$ cat src/rtl/tile_local_arbiter.sv
// Merges NUM_CH AXI-Stream sources onto the tile switch local ingress port.
// Packets are never interleaved, grants rotate round-robin, and the output is registered.
module tile_local_arbiter #(
    parameter int NUM_CH      = 4,
    parameter int BW          = 32,
    parameter int XY_SZ       = 3,
    parameter int STAMP_SRC   = 1,
    parameter int HDR_SRC_LSB = 0,
    localparam int BWB        = BW / 8,
    localparam int GW         = $clog2(NUM_CH)
) (
    input  logic                  clk_line,
    input  logic                  clk_line_rst_low,
    input  logic [2*XY_SZ-1:0]    HsrcId,
    input  logic [NUM_CH-1:0]     in_TVALID,
    input  logic [NUM_CH*BW-1:0]  in_TDATA,
    input  logic [NUM_CH*BWB-1:0] in_TKEEP,
    input  logic [NUM_CH-1:0]     in_TLAST,
    output logic [NUM_CH-1:0]     in_TREADY,
    output logic                  out_TVALID,
    output logic [BW-1:0]         out_TDATA,
    output logic [BWB-1:0]        out_TKEEP,
    output logic                  out_TLAST,
    input  logic                  out_TREADY,
    output logic [GW-1:0]         grant_id,
    output logic [31:0]           stat_pkts
);
    localparam logic [0:0]    S_IDLE  = 1'b0;
    localparam logic [0:0]    S_LOCK  = 1'b1;
    localparam logic [GW-1:0] LAST_CH = GW'(NUM_CH - 1);

    logic [0:0]     state_q, state_d;
    logic [GW-1:0]  grant_q, grant_d;
    logic [GW-1:0]  rr_q, rr_d;
    logic           first_q, first_d;
    logic           out_valid_q, out_valid_d;
    logic [BW-1:0]  out_data_q;
    logic [BWB-1:0] out_keep_q;
    logic           out_last_q;
    logic [31:0]    stat_q;

    logic           out_space;
    logic           accept;
    logic           sel_valid;
    logic           sel_last;
    logic [BW-1:0]  sel_data;
    logic [BW-1:0]  hdr_data;
    logic [BWB-1:0] sel_keep;
    logic [GW-1:0]  pick;

    // The output register can take a beat when empty or draining this cycle.
    assign out_space = !out_valid_q || out_TREADY;
    assign sel_valid = in_TVALID[grant_q];
    assign sel_last  = in_TLAST[grant_q];
    assign sel_data  = in_TDATA[int'(grant_q) * BW +: BW];
    assign sel_keep  = in_TKEEP[int'(grant_q) * BWB +: BWB];
    assign accept    = (state_q == S_LOCK) && sel_valid && out_space;

    generate
        for (genvar gi = 0; gi < NUM_CH; gi++) begin : g_ready
            assign in_TREADY[gi] = (state_q == S_LOCK) && (grant_q == GW'(gi)) && out_space;
        end
    endgenerate

    // Scan downwards so the valid channel closest to rr_q is the last (winning) assignment.
    always_comb begin
        pick = grant_q;
        for (int k = NUM_CH - 1; k >= 0; k--) begin
            if (in_TVALID[(int'(rr_q) + k) % NUM_CH]) begin
                pick = GW'((int'(rr_q) + k) % NUM_CH);
            end
        end
    end

    always_comb begin
        hdr_data = sel_data;
        if (STAMP_SRC == 1 && first_q) begin
            hdr_data[HDR_SRC_LSB +: 2*XY_SZ] = HsrcId;
        end
    end

    always_comb begin
        state_d = state_q;
        grant_d = grant_q;
        rr_d    = rr_q;
        first_d = first_q;
        case (state_q)
            S_IDLE: begin
                if (|in_TVALID) begin
                    grant_d = pick;
                    state_d = S_LOCK;
                    first_d = 1'b1;
                end
            end
            default: begin
                if (accept) begin
                    first_d = 1'b0;
                    if (sel_last) begin
                        state_d = S_IDLE;
                        rr_d    = (grant_q == LAST_CH) ? '0 : grant_q + GW'(1);
                    end
                end
            end
        endcase
    end

    always_comb begin
        out_valid_d = out_valid_q;
        if (accept) begin
            out_valid_d = 1'b1;
        end else if (out_TREADY) begin
            out_valid_d = 1'b0;
        end
    end

    always_ff @(posedge clk_line or negedge clk_line_rst_low) begin
        if (!clk_line_rst_low) begin
            state_q     <= S_IDLE;
            grant_q     <= '0;
            rr_q        <= '0;
            first_q     <= 1'b0;
            out_valid_q <= 1'b0;
            out_data_q  <= '0;
            out_keep_q  <= '0;
            out_last_q  <= 1'b0;
            stat_q      <= '0;
        end else begin
            state_q     <= state_d;
            grant_q     <= grant_d;
            rr_q        <= rr_d;
            first_q     <= first_d;
            out_valid_q <= out_valid_d;
            if (accept) begin
                out_data_q <= hdr_data;
                out_keep_q <= sel_keep;
                out_last_q <= sel_last;
            end
            if (out_valid_q && out_TREADY && out_last_q) begin
                stat_q <= stat_q + 32'd1;
            end
        end
    end

    assign out_TVALID = out_valid_q;
    assign out_TDATA  = out_data_q;
    assign out_TKEEP  = out_keep_q;
    assign out_TLAST  = out_last_q;
    assign grant_id   = grant_q;
    assign stat_pkts  = stat_q;

endmodule
$ cat config.mk
export PLATFORM = sky130hd
export DESIGN_NAME = tile_local_arbiter
export DESIGN_NICKNAME = d
export VERILOG_FILES = /design/src/rtl/tile_local_arbiter.sv
export SDC_FILE = /design/constraint.sdc
export NUM_CORES = 1
export LEC_CHECK = 0
export ABC_AREA = 1
export BUFFER_PORTS_ARGS = -buffer_cell sky130_fd_sc_hd__buf_2
export CAP_MARGIN = 20
export CORE_AREA = 4 4 173 108
export CTS_BUF_LIST = sky130_fd_sc_hd__clkbuf_2 sky130_fd_sc_hd__clkbuf_4 sky130_fd_sc_hd__clkbuf_8
export DETAILED_ROUTE_END_ITERATION = 7
export DIE_AREA = 0 0 177 112
export GPL_TIMING_DRIVEN = 0
export SYNTH_ARGS = -nofsm -noshare
export SYNTH_HDL_FRONTEND = slang
export SYNTH_SLANG_ARGS = --single-unit
$ cat constraint.sdc
create_clock -name clk_line -period 3.3 [get_ports clk_line]
set_input_delay 0.165 -clock clk_line [delete_from_list [all_inputs] [get_ports clk_line]]
set_output_delay 0.165 -clock clk_line [all_outputs]
set_load 0.05 [all_outputs]
==> flow_summary.json, run 1 <==
{
  "status": "completed",
  "tightest_slew_ps": 648,
  "syn_area_um2": 4890,
  "route.detailed.drc": 0,
  "ctsResizeCount": 0,
  "max_freq_mhz": 419,
  "grt_first_pass_wirelength_um": 28700,
  "antenna_found_initial": 0,
  "finalCritPeriodShare": 0.724,
  "cts_root_buf": "clkbuf_8",
  "fin_area_um2": 6610,
  "die_h_um": 112,
  "p_leak_uw": 0.00350,
  "drt_iter0_markers": 376,
  "synth-main-ff-cell": "dfrtp_1",
  "use_met1": 0.272,
  "insertion_delay_ps": 360,
  "io_pins": 237,
  "cts.htree.levels": 3,
  "netlist_instances": 727,
  "antenna_left": 0,
  "gp_congestion": 0.830,
  "whs_endpoint": "out_TDATA[5]$_DFFE_PN0P_",
  "finClkSkew_ps": 16.1,
  "critical_path_class": "reg2out",
  "yosys_warnings": 0,
  "die_area_um2": 19800,
  "synth_top_family_by_area": "simple AND/OR/NAND/NOR gates",
  "synth_nets": 893,
  "use_met3": 0.0536,
  "critPathSlowestCell": "clkbuf_1",
  "ctsLongestPathBuffers": 2,
  "core_area_um2": 17000,
  "synth_compound_area_frac": 0.141,
  "synth-simple-area-share": 0.360,
  "worstPathMaxFanout": 11,
  "clock-sinks": 76,
  "clkTransAtPathRegs_ps": 100,
  "dpl.hpwl_um": 15000,
  "startpoint": "grant_id[1]$_DFFE_PN0P_",
  "place_area_um2": 6400,
  "globalRouteOverflowTotal": 0,
  "setup_slack_ps": 912,
  "start_util": 0.288,
  "drt-pass1-iter-count": 5,
  "synth.distinct_cells": 28,
  "grtUsageMet2": 0.259,
  "utilization": 0.389,
  "via_per_inst": 4.72,
  "min_period_ps": 2390,
  "r2r-end": "out_TDATA[11]$_DFFE_PN0P_",
  "ys_ff_latch": 76,
  "vdd_drop_max_mv": 0.433,
  "setup_violations": 0,
  "worstHoldStart": "HsrcId[5]",
  "std_cell_rows": 37,
  "powerDensity_nw_per_um2": 887,
  "cell_internal_pwr_uw": 2540,
  "cts_tree": "built",
  "hold-worst-slack_ps": 56.6,
  "layout.nets": 1143,
  "top_usage_layer": "met1",
  "synth_seq_area_share": 0.389,
  "drt-wirelength-per-cell_um": 15.4,
  "drv_cap": 0,
  "grt_use_total": 0.183,
  "p_switching_uw": 3320,
  "switching_share": 0.567,
  "worstSetupStartpointType": "flip-flop",
  "p_seq_frac": 0.245,
  "fin_tns_setup_ps": 0,
  "diodes": 0,
  "cts_buffers": 9,
  "io_buffers": 236,
  "slowest_delay_ps": 450,
  "routed_wl_um": 18800,
  "grt_max_degree": 65,
  "synth_xor_area_frac": 0.0286,
  "drive_gt1_frac": 0.294,
  "syn2layout_area_growth_pct": 35.0,
  "drv_slew": 0,
  "syn_area_per_cell_um2": 6.73,
  "place_ws_ps": 1310,
  "vias": 5743,
  "worstPathRequired_ps": 3130,
  "reg2reg_depth": 7,
  "hold_depth": 3,
  "synthArstFlopShare": 1.00,
  "synth-edff-count": 0,
  "hold_class": "in2reg",
  "cp.arrival_ps": 2220,
  "comb_power_share": 0.633,
  "die_w_um": 177,
  "reg2reg_from": "grant_id[0]$_DFFE_PN0P_",
  "r2r_slack_ps": 1320,
  "synth_adder_area_share": 0.0128,
  "endpoint_kind": "output port",
  "path_cells": "buf_4 > inv_2 > clkbuf_1 > ha_1 > nand2_1 > nor2_1 > buf_2",
  "grt_pass1_vias": 5396,
  "slew_headroom": 0.568,
  "synth_mux_area_frac": 0,
  "hold_viol": 0,
  "power.share.clock": 0.122,
  "rsz0062_at_grt": "false"
}
## registers in the layout (all words and copies together) (netlist names)
| name | cells |
|---|---|
| grant_id | 2 |
| rr_q | 2 |
| out_TDATA | 32 |
| out_TVALID | 1 |
| state_q | 1 |
| out_TLAST | 1 |
| out_TKEEP | 4 |
| first_q | 1 |
| stat_pkts | 32 |
## routing by layer
metal,part of all wire,up-vias
met5,0,-
met3,0.095,17
met4,0.014,0
li1,-,2848
met2,0.40,246
met1,0.49,2632
## cells in the final DEF (no fill, tap or decap), drive strengths merged, types with 2 or more instances in the layout
| master | synthesis | routed |
|---|---|---|
| buf | 18 | 255 |
| dfrtp | 76 | 76 |
| nand3b | 7 | 7 |
| nand4 | 6 | 6 |
| nor3 | 2 | 2 |
| xnor2 | 8 | 8 |
| clkbuf | 16 | 25 |
| o211ai | 7 | 7 |
| a21oi | 3 | 3 |
| o22ai | 30 | 30 |
| dlygate4sd3 | 0 | 2 |
| nand3 | 18 | 18 |
| o21ai | 87 | 87 |
| inv | 38 | 42 |
| nor2 | 144 | 144 |
| xor2 | 8 | 8 |
| clkinv | 0 | 2 |
| nand2 | 253 | 253 |
| ha | 5 | 5 |
## Yosys cell counts (3+ instances only)
cell type	instances	area [um^2]
inv_1	35	131
nor2_4	5	56.3
o21ai_0	77	385
ha_1	5	62.6
xnor2_1	8	70.1
nand3_1	16	80.1
nor2_2	4	25.0
clkbuf_1	16	60.1
buf_2	6	30.0
a21oi_1	3	15.0
buf_6	3	33.8
nand4_1	4	25.0
xor2_1	8	70.1
o211ai_1	7	52.6
nor2_1	135	507
o22ai_1	30	188
nand2_1	251	942
dfrtp_1	76	1900
nand3b_1	7	52.6
buf_4	9	67.6
o21ai_1	10	50.1
## worst max path at each step
stage / end / slack [ps]
detailed placement: out_TDATA[11]$_DFFE_PN0P_ / 1310
floorplan: in_TREADY[1] / 1100
global placement: out_TDATA[11]$_DFFE_PN0P_ / 1300
CTS: in_TREADY[0] / 910
finish: in_TREADY[0] / 910
global route: in_TREADY[0] / 760
## worst max-delay path: cells and delay by family (launching register included)
kind	cells	cell delay, ps
buf+inv	4	1060
flops	1	420
simple gates	2	140
fa+ha+maj	1	250
## layout make-up
cell class,instances,area [um^2]
Inverter,38,145
Fill cell,1856,10400
Clock inverter,7,65.1
Tap cell,234,293
Sequential cell,76,1900
Timing Repair Buffer,239,1230
Buffer,34,191
Clock buffer,9,124
Multi-Input combinational cell,579,2660
## timing repair
item,CTS,global route
hold endpoints to repair,77,0
hold buffers,2,0
setup buffers,0,0
## logic make-up (layout without fill, tap and decap cells)
logic type	Yosys count	in the layout
adder cells (fa/ha/maj)	5	5
flip-flops	76	76
AND/OR/NAND/NOR	431	431
XOR/XNOR	16	16
AO/OA/AOI/OAI	127	127
buffers and inverters	72	327
## power groups by stage
| stage | Combinational [uW] | Sequential, uW | Clock (uW) |
|---|---|---|---|
| floorplan | 1760 | 2310 | 0 |
| global placement | 3680 | 1450 | 0 |
| detailed placement | 3720 | 1440 | 0 |
| CTS | 3720 | 1430 | 751 |
| global route | 4060 | 1470 | 783 |
| finish | 3710 | 1430 | 716 |
## stage by stage
stage | cells | power [uW]
5_1_grt | 1216 | 6320
2_1_floorplan | 727 | 4060
3_5_place_dp | 1198 | 5160
4_1_cts | 1216 | 5910
3_3_place_gp | 1197 | 5120
6_report | 1216 | 5860
Power figures use the tool's default switching activity.
==> run 2, diff against run 1 <==
- clock period: 3.3 -> 2.3 ns (I/O delays scaled with it)
==> run 2 against run 1 <==
  * Final cell count rose by 0.16%
  * Design area rose by 0.53%
  * Setup slack got worse by 620 ps
  * Combinational power rose by 43%
  * Worst hold slack got worse by 34 ps
  * Critical endpoint is now out_TDATA[11]$_DFFE_PN0P_
==> flow_summary.json, run 2 (synthesis gave the netlist of run 1 again) <==
{
  "layout.nets": 1145,
  "ctsLongestPathBuffers": 2,
  "diodes": 0,
  "cts_root_buf": "clkbuf_8",
  "grt_first_pass_wirelength_um": 28800,
  "worstSetupStartpointType": "flip-flop",
  "worstPathRequired_ps": 2590,
  "slowest_delay_ps": 520,
  "endpoint_kind": "flip-flop",
  "max_freq_mhz": 498,
  "io_buffers": 236,
  "worstHoldStart": "HsrcId[4]",
  "clkTransAtPathRegs_ps": 100,
  "antenna_found_initial": 0,
  "grt_use_total": 0.184,
  "start_util": 0.288,
  "rsz0062_at_grt": "false",
  "setup_slack_ps": 291,
  "hold_class": "in2reg",
  "reg2reg_depth": 7,
  "grt_pass1_vias": 5409,
  "power_uw": 8410,
  "path_cells": "inv_2 > buf_4 > clkbuf_1 > nor2_1 > o22ai_1 > nand2_1 > nand2_1",
  "final_common_cell": "nand2_1",
  "syn2layout_area_growth_pct": 35.7,
  "die_area_um2": 19800,
  "hold_viol": 0,
  "m1WireLength_um": 9210,
  "io_pins": 237,
  "drt-pass1-iter-count": 5,
  "fin_tns_setup_ps": 0,
  "finalCritPeriodShare": 0.874,
  "final_cell_mix": "251 x nand2_1, 239 x buf_2, 135 x nor2_1",
  "cts.htree.levels": 3,
  "r2r-end": "out_TDATA[11]$_DFFE_PN0P_",
  "drv_cap": 0,
  "critical_path_class": "reg2reg",
  "routed_wl_um": 18700,
  "globalRouteOverflowTotal": 0,
  "fill_cells": 1849,
  "utilization": 0.391,
  "powerDensity_nw_per_um2": 1270,
  "multi_input_area_um2": 2660,
  "finClkSkew_ps": 17.0,
  "wl_met3_um": 1660,
  "antenna_left": 0,
  "p_leak_uw": 0.00351,
  "core_area_um2": 17000,
  "drt-wirelength-per-cell_um": 15.4,
  "post-cts-setup-buffers": 0,
  "highest_layer": "met4",
  "clock-sinks": 76,
  "instances_no_fill": 1218,
  "reg2reg_from": "grant_id[0]$_DFFE_PN0P_",
  "vias": 5715,
  "die_w_um": 177,
  "drive_gt1_frac": 0.294,
  "insertion_delay_ps": 360,
  "drt_iter0_markers": 359,
  "dpl.hpwl_um": 15000,
  "die_h_um": 112,
  "critPathSlowestCell": "clkbuf_1",
  "min_period_ps": 2010,
  "gp_congestion": 0.830,
  "via_per_inst": 4.69,
  "cts_buffers": 9,
  "seqCellArea_um2": 1900,
  "met2_length_um": 7610,
  "place_ws_ps": 309,
  "slew_headroom": 0.581,
  "vdd_drop_max_mv": 0.621,
  "hold_depth": 3,
  "cp.arrival_ps": 2300,
  "grt_max_degree": 65,
  "setup_violations": 0,
  "worstPathMaxFanout": 20,
  "std_cell_rows": 37,
  "status": "completed",
  "route.detailed.drc": 0,
  "dp_cells": 1198,
  "critPathBufInv": 3,
  "cts_tree": "built",
  "drv_slew": 0,
  "cp_common_cell": "nand2_1",
  "tightest_slew_ps": 629,
  "r2r_slack_ps": 290,
  "cp_top_family": "buffers and inverters",
  "whs_endpoint": "out_TDATA[4]$_DFFE_PN0P_"
}
## run 2: changes by cell type in the layout (fill, tap and decap cells not counted), sizes merged
cell,delta
dlygate4sd3,+4
buf,-2
## run 2: power by group
group          switching (uW)  internal (uW)  total [uW]
Clock                     609            419        1030
Combinational            3860           1460        5320
Sequential                299           1760        2060
Total                    4770           3640        8410
## run 2: tightest hold or removal path: cells and delay by family
family	cells	cell delay, ps
AOI/OAI and AO/OA	1	120
buffers and inverters	1	80
and+or+nand+nor	1	40
## run 2: final cells by class
class                   count  share of cell area
clock buffers               9              0.0187
multi-input cells         579               0.400
well taps                 234              0.0441
inverters                  38              0.0219
flip-flops and latches     76               0.287
clock inverters             7             0.00980
repair buffers            243               0.192
plain buffers              32              0.0275
## run 2: layer usage
metal	global-route usage	vias up
li1	-	2845
met1	0.274	2632
met2	0.260	223
met3	0.0526	15
met4	0.0459	0
met5	0	-
## run 2: how the worst max path moves through the flow
stage / from / endpoint / cells after the start
finish: grant_id[0]$_DFFE_PN0P_ / out_TDATA[11]$_DFFE_PN0P_ / 7
global route: grant_id[0]$_DFFE_PN0P_ / out_TDATA[11]$_DFFE_PN0P_ / 7
floorplan: grant_id[1]$_DFFE_PN0P_ / in_TREADY[1] / 6
CTS: grant_id[0]$_DFFE_PN0P_ / in_TREADY[0] / 7
detailed placement: grant_id[0]$_DFFE_PN0P_ / out_TDATA[11]$_DFFE_PN0P_ / 7
global placement: grant_id[0]$_DFFE_PN0P_ / out_TDATA[11]$_DFFE_PN0P_ / 7
## run 2: stage by stage
stage,hold WS (ps),instance area (um^2)
after global placement,338,6370
final,22.9,6640
after global routing,36.3,6640
after detailed placement,-18.5,6400
after CTS,5.08,6640
after floorplan,-181,4890
## run 2: timing repair
item,4_1_cts,5_1_grt
endpoints found under the hold margin,81,0
cloned,0,0
hold buffers,6,0
gates resized for setup,0,2
endpoints found under the setup margin,2,2
